### config.mk
export PLATFORM = sky130hd
export DESIGN_NAME = fetch_decode
export DESIGN_NICKNAME = d
export VERILOG_FILES = /design/src/rtl/fd_pkg.sv /design/src/rtl/fd_decoder.sv /design/src/rtl/fetch_decode.sv
export SDC_FILE = /design/constraint.sdc
export NUM_CORES = 1
export LEC_CHECK = 0
export ABC_AREA = 0
export CAP_MARGIN = 25
export CORE_AREA = 3 3 98 100
export DETAILED_ROUTE_END_ITERATION = 6
export DIE_AREA = 0 0 101 103
export GPL_TIMING_DRIVEN = 1
export PLACE_DENSITY = 0.75
export RECOVER_POWER = 25
export SLEW_MARGIN = 20
export SYNTH_ARGS = -nofsm -noshare
export SYNTH_HDL_FRONTEND = slang
export SYNTH_SLANG_ARGS = --single-unit
### constraint.sdc
create_clock -name clk -period 1.7 [get_ports clk]
set_input_delay 0.51 -clock clk [delete_from_list [all_inputs] [get_ports clk]]
set_output_delay 0.51 -clock clk [all_outputs]
set_load 0.005 [all_outputs]
### src/rtl/fd_pkg.sv
// fd_pkg: shared constants for the fetch/decode stage.
//   Opcode values, execute-stage class codes, FSM state encodings,
//   the default reset PC and sign-extension helpers.
package fd_pkg;

  localparam int unsigned XLEN   = 16;
  localparam int unsigned OP_W   = 4;
  localparam int unsigned TYPE_W = 5;
  localparam int unsigned REG_W  = 3;
  localparam int unsigned ST_W   = 3;

  localparam logic [XLEN-1:0] RESET_IP_DEFAULT = 16'h3000;

  // Opcodes, inst[15:12]
  localparam logic [OP_W-1:0] OP_BR  = 4'b0000;
  localparam logic [OP_W-1:0] OP_ADD = 4'b0001;
  localparam logic [OP_W-1:0] OP_JSR = 4'b0100;
  localparam logic [OP_W-1:0] OP_AND = 4'b0101;
  localparam logic [OP_W-1:0] OP_NOT = 4'b1001;
  localparam logic [OP_W-1:0] OP_JMP = 4'b1100;
  localparam logic [OP_W-1:0] OP_LEA = 4'b1110;

  // Class codes understood by the execute stage
  localparam logic [TYPE_W-1:0] T_JMP     = 5'b00000;
  localparam logic [TYPE_W-1:0] T_NOT     = 5'b00100;
  localparam logic [TYPE_W-1:0] T_LEA     = 5'b00101;
  localparam logic [TYPE_W-1:0] T_ALU_REG = 5'b00110;
  localparam logic [TYPE_W-1:0] T_ALU_IMM = 5'b00111;
  localparam logic [TYPE_W-1:0] T_BR      = 5'b01001;
  localparam logic [TYPE_W-1:0] T_JSR     = 5'b10001;
  localparam logic [TYPE_W-1:0] T_ILLEGAL = 5'b11111;

  // FSM states; HALT is only reachable when illegal ops trap
  localparam logic [ST_W-1:0] ST_IDLE    = 3'd0;
  localparam logic [ST_W-1:0] ST_FETCH   = 3'd1;
  localparam logic [ST_W-1:0] ST_ISSUE   = 3'd2;
  localparam logic [ST_W-1:0] ST_WAIT_IP = 3'd3;
  localparam logic [ST_W-1:0] ST_HALT    = 3'd4;

  function automatic logic [XLEN-1:0] sext5(input logic [4:0] v);
    return {{11{v[4]}}, v};
  endfunction

  function automatic logic [XLEN-1:0] sext9(input logic [8:0] v);
    return {{7{v[8]}}, v};
  endfunction

  function automatic logic [XLEN-1:0] sext11(input logic [10:0] v);
    return {{5{v[10]}}, v};
  endfunction

endpackage

### src/rtl/fd_decoder.sv
// fd_decoder: purely combinational instruction decoder.
//   inst       in   16  instruction word
//   inst_type  out  5   class code ('type' is a reserved word)
//   sr1/sr2/dr out  3   register fields, 0 when unused
//   imm        out  16  sign-extended immediate/offset, 0 when unused
//   illegal    out  1   opcode not recognised
module fd_decoder
  import fd_pkg::*;
(
  input  logic [XLEN-1:0]   inst,
  output logic [TYPE_W-1:0] inst_type,
  output logic [REG_W-1:0]  sr1,
  output logic [REG_W-1:0]  sr2,
  output logic [REG_W-1:0]  dr,
  output logic [XLEN-1:0]   imm,
  output logic              illegal
);

  logic [OP_W-1:0] op;
  assign op = inst[15:12];

  // Field extraction per opcode; everything not used by an op stays 0
  always_comb begin
    inst_type = T_ILLEGAL;
    sr1       = '0;
    sr2       = '0;
    dr        = '0;
    imm       = '0;
    illegal   = 1'b0;
    case (op)
      OP_ADD, OP_AND: begin
        dr  = inst[11:9];
        sr1 = inst[8:6];
        if (inst[5]) begin
          inst_type = T_ALU_IMM;
          imm       = sext5(inst[4:0]);
        end else begin
          inst_type = T_ALU_REG;
          sr2       = inst[2:0];
        end
      end
      OP_NOT: begin
        inst_type = T_NOT;
        dr        = inst[11:9];
        sr1       = inst[8:6];
      end
      OP_LEA: begin
        inst_type = T_LEA;
        dr        = inst[11:9];
        imm       = sext9(inst[8:0]);
      end
      OP_BR: begin
        inst_type = T_BR;
        imm       = sext9(inst[8:0]);
      end
      OP_JSR: begin
        inst_type = T_JSR;
        dr        = REG_W'(7);
        imm       = sext11(inst[10:0]);
      end
      OP_JMP: begin
        inst_type = T_JMP;
        sr1       = inst[8:6];
      end
      default: illegal = 1'b1;
    endcase
  end

endmodule

### src/rtl/fetch_decode.sv
// fetch_decode: instruction fetch + decode front end.
//   Fetches the word at pc, decodes it, holds the bundle until the execute
//   stage accepts it, then waits for the resolved next_IP.
//   Ports: clk, rst_n (sync, active low); imem_req/imem_addr/imem_ack/
//   imem_rdata instruction memory; inst, inst_type ('type' is a reserved
//   word), SR1, SR2, DR, imm, IP, out_valid/out_ready decoded bundle;
//   ip_valid/next_IP redirect from execute; illegal sticky flag.
//   Macro FD_ILLEGAL_TRAP_EN: illegal ops halt the stage instead of being
//   skipped by NOP_ILLEGAL_SKIP.
module fetch_decode
  import fd_pkg::*;
#(
  parameter logic [15:0] RESET_IP         = RESET_IP_DEFAULT,
  parameter int unsigned NOP_ILLEGAL_SKIP = 1
) (
  input  logic              clk,
  input  logic              rst_n,
  output logic              imem_req,
  output logic [XLEN-1:0]   imem_addr,
  input  logic              imem_ack,
  input  logic [XLEN-1:0]   imem_rdata,
  output logic [XLEN-1:0]   inst,
  output logic [TYPE_W-1:0] inst_type,
  output logic [REG_W-1:0]  SR1,
  output logic [REG_W-1:0]  SR2,
  output logic [REG_W-1:0]  DR,
  output logic [XLEN-1:0]   imm,
  output logic [XLEN-1:0]   IP,
  output logic              out_valid,
  input  logic              out_ready,
  input  logic              ip_valid,
  input  logic [XLEN-1:0]   next_IP,
  output logic              illegal
);

  logic [ST_W-1:0]   state;
  logic [ST_W-1:0]   state_nxt;
  logic [XLEN-1:0]   pc;
  logic [XLEN-1:0]   pc_nxt;
  logic              load_bundle;
  logic              illegal_nxt;

  logic [TYPE_W-1:0] dec_type;
  logic [REG_W-1:0]  dec_sr1;
  logic [REG_W-1:0]  dec_sr2;
  logic [REG_W-1:0]  dec_dr;
  logic [XLEN-1:0]   dec_imm;
  logic              dec_illegal;

  // Decode the returning word directly so the bundle is ready one cycle after ack
  fd_decoder u_dec (
    .inst      (imem_rdata),
    .inst_type (dec_type),
    .sr1       (dec_sr1),
    .sr2       (dec_sr2),
    .dr        (dec_dr),
    .imm       (dec_imm),
    .illegal   (dec_illegal)
  );

  assign imem_addr = pc;

  // Next-state and datapath control
  always_comb begin
    state_nxt   = state;
    pc_nxt      = pc;
    load_bundle = 1'b0;
    illegal_nxt = illegal;
    case (state)
      ST_IDLE: state_nxt = ST_FETCH;
      ST_FETCH: begin
        if (imem_ack) begin
          if (dec_illegal) begin
`ifdef FD_ILLEGAL_TRAP_EN
            state_nxt   = ST_HALT;
            illegal_nxt = 1'b1;
`else
            pc_nxt    = pc + XLEN'(NOP_ILLEGAL_SKIP);
            state_nxt = ST_FETCH;
`endif
          end else begin
            load_bundle = 1'b1;
            state_nxt   = ST_ISSUE;
          end
        end
      end
      ST_ISSUE: begin
        if (out_ready) begin
          // A redirect arriving with the handshake bypasses WAIT_IP
          if (ip_valid) begin
            pc_nxt    = next_IP;
            state_nxt = ST_FETCH;
          end else begin
            state_nxt = ST_WAIT_IP;
          end
        end
      end
      ST_WAIT_IP: begin
        if (ip_valid) begin
          pc_nxt    = next_IP;
          state_nxt = ST_FETCH;
        end
      end
      ST_HALT: state_nxt = ST_HALT;
      default: state_nxt = ST_IDLE;
    endcase
  end

  // State, pc and registered outputs; request/valid track the next state
  always_ff @(posedge clk) begin
    if (!rst_n) begin
      state     <= ST_IDLE;
      pc        <= RESET_IP;
      imem_req  <= 1'b0;
      out_valid <= 1'b0;
      inst      <= '0;
      inst_type <= '0;
      SR1       <= '0;
      SR2       <= '0;
      DR        <= '0;
      imm       <= '0;
      IP        <= '0;
      illegal   <= 1'b0;
    end else begin
      state     <= state_nxt;
      pc        <= pc_nxt;
      imem_req  <= (state_nxt == ST_FETCH);
      out_valid <= (state_nxt == ST_ISSUE);
      illegal   <= illegal_nxt;
      if (load_bundle) begin
        inst      <= imem_rdata;
        inst_type <= dec_type;
        SR1       <= dec_sr1;
        SR2       <= dec_sr2;
        DR        <= dec_dr;
        imm       <= dec_imm;
        IP        <= pc + XLEN'(1);
      end
    end
  end

endmodule
; Word-level counts from Yosys, hierarchy flattened
; Cells that the tools add are included.
[word_totals]
reg_bits = 83
latch_bits = 0
ramBits = 0
romBits = 0
inputBits = 37
word_cells = 58
mem_count = 0
[classes]
n_addsub = 1
n_mul = 0
div = 0
n_lt_le_gt_ge = 0
eq_ne = 15
shifts = 0
n_mux = 22
bitwise = 0
n_reduce_logical = 9
[op_table]
columns = operator, count
row1 = 16-bit one-hot mux with 3 select lines, 2
row2 = 16-bit two-way mux, 5
row3 = 5-bit one-hot mux with 6 select lines, 1
row4 = 3-bit two-way mux, 6
row5 = 16-bit by 1-bit adder with 16-bit output (second input constant), 1
row6 = 3-bit one-hot mux with 5 select lines, 1
row7 = 4-bit == test (second input constant), 3
row8 = 3-bit by 2-bit == test with 1-bit output (second input constant), 3
row9 = 4-bit by 3-bit == test with 1-bit output (second input constant), 2
row10 = 4-bit OR reduction, 2
row11 = 7-bit OR reduction, 1
row12 = 3-bit by 1-bit == test with 1-bit output (second input constant), 2
row13 = 2-bit != test (second input constant), 3
row14 = 3-bit one-hot mux with 2 select lines, 1
row15 = 4-bit by 1-bit == test with 1-bit output (second input constant), 1
row16 = 4-bit zero test, 1
row17 = 1-bit two-way mux, 4
row18 = 2-bit two-way mux, 2
row19 = 4-bit AND reduction, 1
row20 = 2-bit OR reduction, 2
row21 = 3-bit == test (second input constant), 1
row22 = 3-bit zero test, 1
row23 = 3-bit nonzero test, 1

; Longest topological paths before layout
; Gate-level depths: netlist of run 1.
[depth]
ltp_word = 6
depth_mapped = 8
depth_no_buf = 6

; Modules after synthesis
; From an unflattened synthesis of run 1, not the netlist that was laid out.
[hier_totals]
cells_unflattened = 500
area_unflattened_um2 = 4003.8
[by_module_without_submodules]
columns = module, n_inst, cells_per_inst, area_each_um2, seq_area_each_um2
row1 = fetch_decode, 1, 433, 3549.7, 1661.6
row2 = fd_decoder, 1, 67, 454.2, 0.0

; Worst setup path before layout of run 1
; OpenSTA, ideal clock, no wires.
[synth_path]
path_type = register to register
start = register pc[0], in the netlist imem_addr[0]
end = register pc[10], in the netlist imem_addr[10]
setup_time_ns = 0.116
t_arrival_ns = 1.650
required_time_ns = 1.584
setup_slack_ns = -0.067
path_stages_with_launch = 8
path_buffers = 1
path_cell_list = dfxtp_1 -> ha_1 -> nand3_1 -> or2_2 -> clkbuf_1 -> o21ai_0 -> a31oi_1 -> a31o_2
[synth_via]
elab_chain_cells = 4
[synth_lines]
columns = item, line_no
row1 = start: declaration, fetch_decode.sv:38  ; logic [XLEN-1:0] pc;
row2 = start signal: assignment, fetch_decode.sv:126  ; pc <= pc_nxt;
row3 = 16-bit by 1-bit adder with 16-bit output, fetch_decode.sv:78  ; pc_nxt = pc + XLEN'(NOP_ILLEGAL_SKIP);
row4 = 16-bit two-way mux, fetch_decode.sv:73  ; if (dec_illegal) begin
row5 = 16-bit two-way mux, fetch_decode.sv:72  ; if (imem_ack) begin
row6 = 16-bit one-hot mux with 3 select lines, fetch_decode.sv:69  ; case (state)
; Every way passes these cells. The select of a mux whose other input is x is not followed.
; A chain may end at the register's enable or synchronous reset.

; Final worst setup path of run 1
[layout_path]
start = input imem_rdata[15]
end = register IP[14]
[layout_via]
elab_chain_cells = 5
word_cells_on_any_way = 11
classes_between = 6 x eq/ne / 3 x mux / 2 x reduce/logical
[layout_lines]
columns = item, line_no
row1 = start: declaration, fetch_decode.sv:21  ; input logic [XLEN-1:0] imem_rdata,
row2 = 4-bit == test (tied with other cells), fd_decoder.sv:30  ; case (op)
row3 = 7-bit OR reduction (no line) *, -
row4 = 1-bit two-way mux *, fetch_decode.sv:73
row5 = 1-bit two-way mux *, fetch_decode.sv:72
row6 = 1-bit two-way mux *, fetch_decode.sv:69
row7 = end signal: assignment, fetch_decode.sv:137  ; IP <= pc + XLEN'(1);
row8 = end: declaration, fetch_decode.sv:28  ; output logic [XLEN-1:0] IP,
; Mark *: on every way between the ends. The rest lies on a longest branch, timed or not.

==> results of run 1 <==
per-stage QoR:
stage | cell area, um2 | hold slack (ps) | std cells
detailed placement | 5290 | 445 | 705
global route | 5770 | 472 | 744
global placement | 5290 | 444 | 705
floorplan | 3660 | 448 | 460
finish | 5770 | 453 | 744
CTS | 5690 | 455 | 742
power by group through the flow:
stage | Clock (mW) | Combinational, mW | Sequential [mW]
after floorplan | 0 | 0.301 | 1.99
after global placement | 0 | 0.691 | 2.00
after detailed placement | 0 | 0.705 | 2.00
after CTS | 1.43 | 0.726 | 1.94
after global routing | 1.49 | 0.799 | 1.95
final | 1.40 | 0.737 | 1.94
metal layers:
metal  track usage, %  share of wire (%)  wire length, um
met1             27.9                 40             4880
met2             38.1                 49             5950
met3             5.07                7.1              853
met4             10.4                3.1              376
met5                0                  0                0
kinds of logic after synthesis:
logic type                 count (synthesis)  synth area share (%)
AOI/OAI and AO/OA                        135                  23.3
xor gates and xnor gates                  15                  3.61
adders and majority gates                  1                 0.343
buffers and inverters                     47                  6.56
DFF                                       78                  42.9
muxes                                      1                 0.275
other                                      1                 0.103
and+or+nand+nor                          182                  22.9
cells in the mapped netlist, types with 2 or more instances:
cell	count
a22o_1	3
nor3b_1	2
a211oi_1	13
clkbuf_1	15
nand3_1	20
inv_1	3
a21oi_1	55
xnor2_1	7
o31ai_1	6
o311ai_1	3
buf_2	16
nand4_1	4
o21ai_0	29
a311oi_1	3
o32ai_1	2
o21a_1	2
nand2b_1	4
o211ai_1	6
or2b_1	2
nor2_1	46
a31oi_1	3
nand2_1	74
xor2_1	8
a31o_2	2
nor2b_1	2
or2_2	2
nor3_1	12
dfxtp_1	78
nor4_1	5
buf_4	9
worst register-to-register path: cells and delay by family, from the launching register on:
family / cells / cell delay (ps)
buffers and inverters: 1 / 130
and+or+nand+nor: 3 / 800
AOI/OAI and AO/OA: 2 / 310
DFF: 1 / 330
flip-flops by register name, indices dropped and copies added, names as in the netlist:
name	count
IP	16
imem_addr	16
inst_type	5
imem_req	1
out_valid	1
SR2	3
imm	11
inst	16
SR1	3
DR	3
state	3
worst max path at each step:
stage,startpoint,endpoint,slack [ps],depth (start not counted)
floorplan,imem_addr[0]$_SDFFE_PN0P_,imem_addr[10]$_SDFFE_PN0P_,-3,7
global placement,imem_rdata[12],imem_addr[0]$_SDFFE_PN0P_,-640,5
detailed placement,imem_rdata[12],imem_addr[2]$_SDFFE_PN0P_,-690,5
CTS,IP[11]$_SDFFE_PN0P_,IP[11],0.1,1
global route,imem_addr[5]$_SDFFE_PN0P_,imem_addr[11]$_SDFFE_PN0P_,-20,6
finish,imem_rdata[15],IP[14]$_SDFFE_PN0P_,-1,7
area by class of cell:
cell class	count	area (um2)
repair buffers	202	1820
fillers	731	3000
flip-flops and latches	78	1620
well taps	108	135
multi-input cells	336	1980
clock inverters	6	61.3
clock buffers	10	138
inverters	4	15.0
what timing repair did:
action / 4_1_cts / 5_1_grt
buffers inserted: 20 / 4
setup endpoints to repair: 157 / 23
pin swaps: 9 / 18
gates cloned: 2 / 1
gates resized for setup: 152 / 21
hold buffers: 0 / 0
==> metrics.txt, run 1 <==
crit path cell chain clkdlybuf4s15_2 -> and3b_2 -> buf_4 -> o2111a_2 -> bufbuf_16 -> o21ai_0 -> nor2_1; Worst-path clk slew 80 ps; Port-buffer cells 116; EDFF count, synth 0; status finished with violations; # DRC 0; most frequent cells in the layout 81 x dlygate4sd2_1, 76 x buf_4, 74 x nand2_1; Ys Warns 0; Net Switching 1.09 mW; Worst Skew 3.61 ps; first drt pass iteration count 7; worst-path maximum fanout 6; DR WL/cell 16.2 um; Final nets 669; clk sinks 78; Worst Setup End Kind flip-flop; r2r setup slk 30 ps; share of cells above drive strength 1 24.4%; Fmax achieved 588 MHz; reg-to-reg endpoint imem_addr[11]$_SDFFE_PN0P_; Row Count 34; Vias/cell 5.46; Final Slew Violations 0; period utilization 100%; TNS Setup -1.28 ps; clk_lat worst skew 360 ps; Syn Inst Count 460; CTS Buf Count 9; DP Worst Slack -694 ps; Die Span Y 103 um; Max Cap Violations 0; worst hold path type reg2reg; worst endpoint data arrival time 1950 ps; sequential area share after synthesis 42.9%; Die Wd 101 um; Max rail drop VDD 528 uV; area share of the largest cell type after synthesis 42.9%; reg2reg path depth 6; worst hold start inst[9]$_SDFFE_PN0P_; largest net degree at the start of global routing 35; beginning of the worst register-to-register path imem_addr[5]$_SDFFE_PN0P_; Slowest-stage cell, CP o2111a_2; vias in the first global route 3,856; Int Power 2.99 mW; Post-synth ARST share 0%; Net Sw Frac 26.8%; initial core utilization 41.6%; sequential power share 47.6%; Crit Path Category in2reg; failing checks negative setup slack; die area 0.0104 mm2; Post-DP HPWL 8130 um; synth-to-layout area growth 58.4%; number of nets with antenna violations after routing 0; Buf/Inv on CP 3; Util after Layout 65.8%; root buffer cell clkbuf_8; cell family with most CP delay buffers and inverters; setup violators final 1; clock tree buffer depth 2; cell area after synthesis 0.00364 mm2; final worst path period need 1700 ps; gpl congestion 0.923; commonest non-fill, non-tap cell in the layout dlygate4sd2_1; GRT Total Usage 22.7%; largest area contributor in the netlist dfxtp_1; Critical Path RT 1950 ps; PD cells 707 mW/mm2; CTS tree yes; first-pass GRT wire length 18,800 um; Final WS setup -1.28 ps; Leak 2.59 nW; CP Launch Type primary input; most used flip-flop cell after synthesis dfxtp_1; RSZ-0062 raised after global routing yes; remaining global-route overflow 0; htree depth 3; num ports 118; via count 4,062; Synth area leaders dfxtp_1 43%, nand2_1 7.6%, a21oi_1 7.6%; power share of the clock group 34.3%; Yosys reg bits 78; Post-Route WL 12,100 um; Hold Path Depth 2; Comb pwr share 18.1%; power after layout 4.08 mW; DR iter-0 viols 296; core area 0.00876 mm2; Avg Cell Area, Syn 7.92 um2; Final Hold Viols 0; hold path endpoint inst[9]$_SDFFE_PN0P_; antenna violations before repair 0; Synth cell types 54; ANT cells 0; Synth Net Count 498; delay of the slowest critical-path stage 340 ps
Power figures use the tool's default switching activity.
==> run 2, diff against run 1 <==
Settings changed: CORE_AREA 3 3 98 100 to 2 2 124 126, DIE_AREA 0 0 101 103 to 0 0 126 128, PLACE_DENSITY 0.75 to default.
==> metrics.txt, run 2 (same netlist as run 1, synthesis figures left out) <==
clk_lat worst skew 350 ps; CTS tree yes; htree depth 3; register area 0.00161 mm2; die area 0.0161 mm2; ANT cells 0; power share of the clock group 45.4%; Final Slew Violations 0; gpl congestion 0.875; Vias/cell 4.81; Net Switching 1.23 mW; CP Launch Type flip-flop; Net Sw Frac 24.8%; Util after Layout 40.7%; most frequent cells in the layout 73 x nand2_1, 71 x buf_4, 62 x dlygate4sd2_1; Fillers 1,551; Slowest-stage cell, CP clkdlybuf4s50_1; Die Wd 126 um; worst-path maximum fanout 2; synth-to-layout area growth 65.9%; Critical Path RT 1190 ps; Buf/Inv on CP 1; Max Cap Violations 0; crit path cell chain clkdlybuf4s50_1; clk sinks 78; number of nets with antenna violations after routing 0; Final Hold Viols 0; Worst Setup End Kind output pin; area of the multi-input gates 0.00202 mm2; status finished clean; remaining global-route overflow 0; reg2reg path depth 6; largest net degree at the start of global routing 37; antenna violations before repair 0; Final nets 668; PD cells 820 mW/mm2; commonest non-fill, non-tap cell in the layout nand2_1; initial core utilization 24.5%; num ports 118; cell family with most CP delay buffers and inverters; Port-buffer cells 116; DR iter-0 viols 239; Worst Skew 9.31 ps; Post-Route WL 12,600 um; worst endpoint data arrival time 1170 ps; CTS Buf Count 9; beginning of the worst register-to-register path imem_addr[2]$_SDFFE_PN0P_; r2r setup slk 100 ps; reg-to-reg endpoint imem_addr[13]$_SDFFE_PN1P_; Die Span Y 128 um; Max rail drop VDD 464 uV; Int Power 3.73 mW; Worst-path clk slew 70 ps; via count 3,960; delay of the slowest critical-path stage 490 ps; Critical Path Start imem_addr[14]$_SDFFE_PN0P_; final worst path period need 1680 ps; hold_ws 454 ps; root buffer cell clkbuf_16; core area 0.0149 mm2; crit path to imem_addr[14]; first-pass GRT wire length 20,200 um; period utilization 98.6%; clock tree buffer depth 2; vias in the first global route 4,115; worst hold path type reg2reg; Fmax achieved 596 MHz; DR WL/cell 15.3 um; Leak 2.63 nW; Crit Path Category reg2out; # DRC 0; Crit path depth 1; first drt pass iteration count 4; setup violators final 0; Post-DP HPWL 9080 um; sequential power share 39.3%; Row Count 45; GRT Total Usage 15.6%; share of cells above drive strength 1 24.4%; Comb pwr share 15.3%
[run 2: cell count changes in the layout (fill, tap and decap cells not counted), moves of 4 or more]
cell | previous run | this run
clkbuf_8 | 10 | 0
dlymetal6s2s_1 | 2 | 7
buf_4 | 76 | 71
dlygate4sd2_1 | 81 | 62
clkbuf_16 | 0 | 9
dfxtp_1 | 53 | 59
clkdlybuf4s25_1 | 0 | 10
dfxtp_2 | 15 | 9
clkdlybuf4s50_1 | 29 | 33
[run 2: power groups by stage]
stage	Sequential, mW	Combinational (mW)	Clock [mW]
finish	1.95	0.759	2.25
global route	1.96	0.831	2.38
CTS	1.95	0.740	2.30
detailed placement	2.00	0.728	0
global placement	2.00	0.720	0
floorplan	1.99	0.301	0
[run 2: worst min-delay path: stages (launching register included)]
cell and delay (ps):
dfxtp_1 310, nand2_1 50, a21oi_1 50
[run 2: worst min-delay path by stage]
stage	startpoint	end	slack [ps]	cells after the start
after global routing	imm[0]$_SDFFE_PN0P_	imm[0]$_SDFFE_PN0P_	480	2
after detailed placement	SR2[0]$_SDFFE_PN0P_	SR2[0]$_SDFFE_PN0P_	450	2
after CTS	IP[1]$_SDFFE_PN0P_	IP[1]$_SDFFE_PN0P_	460	2
final	IP[1]$_SDFFE_PN0P_	IP[1]$_SDFFE_PN0P_	450	2
after global placement	imm[1]$_SDFFE_PN0P_	imm[1]$_SDFFE_PN0P_	440	2
after floorplan	SR1[0]$_SDFFE_PN0P_	SR1[0]$_SDFFE_PN0P_	450	2
[run 2: cell type report]
cell class	count	area share, %
Multi-Input combinational cell	336	33.5
Clock buffer	9	3.73
Sequential cell	78	26.6
Timing Repair Buffer	201	30.0
Inverter	4	0.248
Tap cell	188	3.89
Clock inverter	7	1.99
[run 2: timing repair]
action,in CTS,in global routing
buffers inserted,10,4
setup endpoints to repair,143,64
gates cloned,0,1
gates resized for setup,122,48
endpoints found under the hold margin,0,0
pin swaps,9,21
hold buffers,0,0
[run 2: per-stage QoR]
stage               instance area [um2]  worst slack [ps]  TNS [ps]  power [mW]  std cells
finish                             6040              23.3         0        4.96        823
global route                       6040             -15.6     -25.4        5.16        823
CTS                                5920             0.642         0        4.98        818
detailed placement                 5460              -645    -39000        2.73        792
global placement                   5460              -613    -36660        2.72        792
floorplan                          3660             -3.31     -3.31        2.29        460
[run 2: metal layers]
| metal | share of wire, % | track usage (%) | wire, um | vias to the layer above |
|---|---|---|---|---|
| met2 | 50 | 26.8 | 6270 | 102 |
| met3 | 5.0 | 4.22 | 629 | 21 |
| met5 | 0 | 0 | 0 | - |
| met4 | 2.4 | 7.43 | 305 | 0 |
| met1 | 43 | 18.1 | 5370 | 1874 |
| li1 | - | - | - | 1963 |
